$ cat src/rtl/a2d_rr_intf.sv
// Round-robin SPI front end for the ADC128S A2D: cycles left load cell, right load cell,
// steering pot and battery, two SPI transactions per reading, with a built-in SPI master.
module a2d_rr_intf #(
  parameter int         SCLK_DIV_W = 5,
  parameter logic [2:0] CH_LFT     = 3'd0,
  parameter logic [2:0] CH_RGHT    = 3'd4,
  parameter logic [2:0] CH_STEER   = 3'd5,
  parameter logic [2:0] CH_BATT    = 3'd6
) (
  input  logic        clk,
  input  logic        rst_n,
  input  logic        nxt,
  output logic [11:0] lft_ld,
  output logic [11:0] rght_ld,
  output logic [11:0] steer_pot,
  output logic [11:0] batt,
  output logic        cnv_cmplt,
  output logic        busy,
  output logic        SS_n,
  output logic        SCLK,
  output logic        MOSI,
  input  logic        MISO
);

  typedef enum logic [2:0] {IDLE, CMD, GAP, READ, UPD} state_t;

  localparam logic [SCLK_DIV_W-1:0] DIV_LOAD = {1'b1, 1'b0, {(SCLK_DIV_W-2){1'b1}}};
  localparam logic [SCLK_DIV_W-1:0] DIV_RISE = {1'b0, {(SCLK_DIV_W-1){1'b1}}};
  localparam logic [SCLK_DIV_W-1:0] DIV_FALL = '1;

  state_t                state, state_nxt;
  logic [1:0]            ptr;
  logic [2:0]            ch_sel;
  logic [15:0]           cmd, shft_reg, rx_word;
  logic [SCLK_DIV_W-1:0] div, div_inc;
  logic [3:0]            shft_cnt;
  logic                  start, done, porch, shadow;

  always_comb begin
    case (ptr)
      2'd0:    ch_sel = CH_LFT;
      2'd1:    ch_sel = CH_RGHT;
      2'd2:    ch_sel = CH_STEER;
      default: ch_sel = CH_BATT;
    endcase
  end

  assign cmd     = {2'b00, ch_sel, 11'h000};
  assign rx_word = {shft_reg[14:0], shadow};
  assign div_inc = div + SCLK_DIV_W'(1);
  assign MOSI    = shft_reg[15];
  // The 16th counted shift ends the transaction; the front-porch fall is never counted.
  assign done    = !SS_n && (div == DIV_FALL) && !porch && (shft_cnt == 4'd15);

  // SPI engine: SCLK is registered so it cannot glitch when SS_n and the divider change together.
  // NOTE: every sequential register uses non-blocking assignment so all flops update from pre-edge values.
  always_ff @(posedge clk or negedge rst_n) begin
    if (!rst_n) begin
      SS_n     <= 1'b1;
      SCLK     <= 1'b1;
      div      <= '0;
      shft_reg <= '0;
      shft_cnt <= '0;
      porch    <= 1'b0;
      shadow   <= 1'b0;
    end else if (start) begin
      SS_n     <= 1'b0;
      SCLK     <= 1'b1;
      div      <= DIV_LOAD;
      shft_reg <= cmd;
      shft_cnt <= '0;
      porch    <= 1'b1;
    end else if (!SS_n) begin
      div  <= div_inc;
      SCLK <= done ? 1'b1 : div_inc[SCLK_DIV_W-1];
      if (div == DIV_RISE) shadow <= MISO;
      if (div == DIV_FALL) begin
        if (porch) begin
          porch <= 1'b0;
        end else begin
          shft_reg <= rx_word;
          shft_cnt <= shft_cnt + 4'd1;
        end
      end
      if (done) SS_n <= 1'b1;
    end
  end

  // NOTE: defaults first so no path through the case can leave a signal unassigned and infer a latch.
  always_comb begin
    state_nxt = state;
    start     = 1'b0;
    case (state)
      IDLE: if (nxt) begin
        start     = 1'b1;
        state_nxt = CMD;
      end
      CMD:  if (done) state_nxt = GAP;
      GAP: begin
        start     = 1'b1;
        state_nxt = READ;
      end
      READ: if (done) state_nxt = UPD;
      UPD:  state_nxt = IDLE;
      default: state_nxt = IDLE;
    endcase
  end

  assign busy      = (state == CMD) || (state == GAP) || (state == READ);
  assign cnv_cmplt = (state == UPD);

  // Result lands on the edge entering UPD so the new value is visible alongside cnv_cmplt.
  // NOTE: output registers are reset so the balance logic never sees X before the first conversion.
  always_ff @(posedge clk or negedge rst_n) begin
    if (!rst_n) begin
      state     <= IDLE;
      ptr       <= 2'd0;
      lft_ld    <= 12'h000;
      rght_ld   <= 12'h000;
      steer_pot <= 12'h000;
      batt      <= 12'h000;
    end else begin
      state <= state_nxt;
      if (state == READ && done) begin
        case (ptr)
          2'd0:    lft_ld    <= rx_word[11:0];
          2'd1:    rght_ld   <= rx_word[11:0];
          2'd2:    steer_pot <= rx_word[11:0];
          default: batt      <= rx_word[11:0];
        endcase
      end
      if (state == UPD) ptr <= ptr + 2'd1;
    end
  end

endmodule

$ cat config.mk
export PLATFORM = sky130hd
export DESIGN_NAME = a2d_rr_intf
export DESIGN_NICKNAME = d
export VERILOG_FILES = /design/src/rtl/a2d_rr_intf.sv
export SDC_FILE = /design/constraint.sdc
export NUM_CORES = 1
export LEC_CHECK = 0
export CORE_ASPECT_RATIO = 1.4
export CORE_UTILIZATION = 26
export CTS_CLUSTER_SIZE = 40
export DETAILED_ROUTE_END_ITERATION = 8
export HOLD_SLACK_MARGIN = 0.15
export PLACE_DENSITY = 0.52
export SETUP_SLACK_MARGIN = 0.05
export SLEW_MARGIN = 20
export SYNTH_ARGS = -nofsm -noshare
export SYNTH_HDL_FRONTEND = slang
export SYNTH_SLANG_ARGS = --single-unit
$ cat constraint.sdc
create_clock -name clk -period 5.01 [get_ports clk]
set_input_delay 0.7515 -clock clk [delete_from_list [all_inputs] [get_ports clk]]
set_output_delay 0.7515 -clock clk [all_outputs]
set_load 0.02 [all_outputs]
==> impl_results.md <==
* Critical path arrival at 3.65 ns
* Tcrit/Tclk final at 68.6%
* Antenna violations before repair at 0
* Ys flop type: dfrtp_1
* Crit path required time at 5.22 ns
* Post-layout util at 35.1%
* Cts bufs inserted at 9
* Crit path capture type: register
* Pin count of the biggest net entering global routing at 83
* H-tree lvl count at 3
* Slew Limit Headroom at 33.5%
* 1st-pass router iterations at 8
* Post-synth EDFFs at 0
* Total track usage at 11.5%
* Core area at 0.0125 mm2
* Syn nets at 272
* DP HPWL at 4620 um
* Slew Limit Fails at 0
* Final instance area at 0.00438 mm2
* #FFs+latches synth at 82
* Final hold vios at 0
* Post-synth ARST share at 100%
* Clock transition at path regs at 0.06 ns
* Synth cell types at 29
* Failing checks: design-rule violations
* RSZ-0062 raised after global routing: false
* Hold WC Path Type: input pin to asynchronous set/reset pin
* Max reg flops at 16
* DR WL/cell at 14.9 um
* Initial Util at 27.1%
* Routability cong. at 0.732
* Antenna Nets Post-Route at 0
* Slew at the pin closest to its max-slew limit at 0.996 ns
* DR vias at 2113
* Die width at 98.4 um
* Count leader, synth: dfrtp_1
* Commonest cells in the synthesized netlist: 80 x dfrtp_1, 55 x mux2_2, 33 x nand2_1, 18 x a21oi_1, 9 x ha_1
* CTS tree: yes
* CTS Root Cell: clkbuf_16
* Area of the multi-input gates at 0.00124 mm2
* Tmin final at 3.44 ns
* Worst-Skew Late Latency at 0.34 ns
* Port buffer count at 56
* CP Launch Type: register
* Post-CTS Setup Bufs at 0
* F_max at 0.291 GHz
* WS Path Type: register to register
* Share of layout cells above drive strength 1 at 23.8%
* Die Height at 137 um
* Filler cell count at 1235
* Leading area contributor after synthesis: dfrtp_1
* Placed cells at 453
* Finished Layout Cells at 469
* Leak at 0.00204 uW
* Maximum vdd drop at 0.000145 V
* Ant. Diodes at 0
* Synth-to-Final Area Change at 29.4%
* Die area at 0.0135 mm2
* Hold Buf Count CTS at 0
* DRC at 3
* Setup Skew at 0.00621 ns
* Post-CTS sizing at 0
* MaxCap Viol Count at 0
* # nets final at 327
* Synth top area share at 59.2%
* Register area at 0.00205 mm2
* First-pass GRT wire length at 11700 um
* Vias in the first global route at 2150
* Sequential share of the synthesized area at 60.7%
* Setup TNS at 0 ns
* Overflow after GRT at 0
* DR iter-0 viols at 81
* Syn Area/Cell at 13.1 um2
* Yosys warns at 0
* Clock tree buffer depth at 2
* Cell area after synthesis at 0.00338 mm2
* Clock sinks at 82
* Row cnt at 48
* Ranking of synthesized cells by area: dfrtp_1 59%, mux2_2 18%, nand2_1 3.7%
* Final setup viols at 0
* Power Density at 374 mW/mm2
* Final WL at 6970 um
* Reg-to-reg startpoint: div[0]$_DFFE_PN0P_
* Via/cell ratio at 4.51
* Status: complete, but fails checks
* # IOs at 57
* Critical Path Start: div[0]$_DFFE_PN0P_
* Max FO, Critical Path at 25
* DP Area at 0.00408 mm2
* Synthesized instance count at 259
==> routing by layer <==
metal	GRT usage, %	part of all wire [%]
met1	14.5	45
met2	18.3	49
met3	2.91	3.7
met4	5.72	2.2
met5	0	0
==> worst paths after layout <==
check	cells past startpoint	slack (ns)	endpoint
worst max-delay path	6	1.57	steer_pot[9]$_DFFE_PN0P_
worst min-delay path	1	0.45	div[1]$_DFFE_PN0P_
worst max register to register	6	1.57	steer_pot[9]$_DFFE_PN0P_
worst min register to register	1	0.50	batt[6]$_DFFE_PN0P_
max in group asynchronous	1	4.02	steer_pot[10]$_DFFE_PN0P_
min in group clk	1	0.50	batt[6]$_DFFE_PN0P_
==> power by group <==
group / switching, uW / total (uW) / leakage, uW / internal [uW]
sequential: 74.6 / 806 / 0.00111 / 732
combinational: 88.6 / 172 / 0.000780 / 83.3
clock: 247 / 660 / 0.000147 / 413
==> layout make-up <==
type                       count  area share (%)
multi-input combinational    157            28.4
timing repair buffer          57            13.0
clock buffer                  14            6.03
tap                          150            4.29
inverter                       7           0.600
sequential                    82            46.9
clock inverter                 2           0.800
==> cell usage in the layout, fill, tap and decap left out <==
cell type and instances:
clkinv_2 1, a31o_2 1, and3b_1 1, nor2b_1 1, or2_2 1, and3_1 4, nand4_1 4, nor3_2 1
clkbuf_16 9, o21ai_0 4, xor2_1 2, clkdlybuf4s50_1 55, nor3b_4 1, nand2_1 33, a21oi_1 18, dfrtp_1 80
nor2_1 6, or3b_1 1, o2111ai_1 1, xnor2_1 2, o311a_1 1, bufinv_16 1, mux2i_1 4, clkbuf_1 3
nand4b_1 1, nor3_1 1, dfstp_2 2, or3_1 3, nand3_1 2, inv_1 7, buf_4 1, ha_1 9
buf_6 1, mux2_2 55, clkbuf_8 2
==> worst max-delay path: stages (launching register included) <==
cell     delay [ns]
dfrtp_1        0.38
ha_1           0.18
and3_1         0.19
ha_1           0.17
nor3b_4        0.83
nand4_1        0.98
mux2_2         0.57
==> per-stage QoR <==
step,hold slack (ns),setup slack [ns],total power (uW)
2_1_floorplan,0.456,3.05,922
3_3_place_gp,0.488,1.58,989
3_5_place_dp,0.492,1.53,995
4_1_cts,0.506,1.53,1670
5_1_grt,0.518,1.27,1730
6_report,0.453,1.57,1640
==> logic make-up (layout without fill, tap and decap cells) <==
kind of cell | after synthesis | count (layout) | synth area share [%]
AND/OR/NAND/NOR | 60 | 60 | 8.65
buffers and inverters | 20 | 80 | 2.70
multiplexers | 59 | 59 | 19.5
adder cells (fa/ha/maj) | 9 | 9 | 3.33
AO/OA/AOI/OAI | 25 | 25 | 4.07
flip-flops | 82 | 82 | 60.7
XOR/XNOR | 4 | 4 | 1.04
No activity file was read; power rests on OpenSTA's default activity.
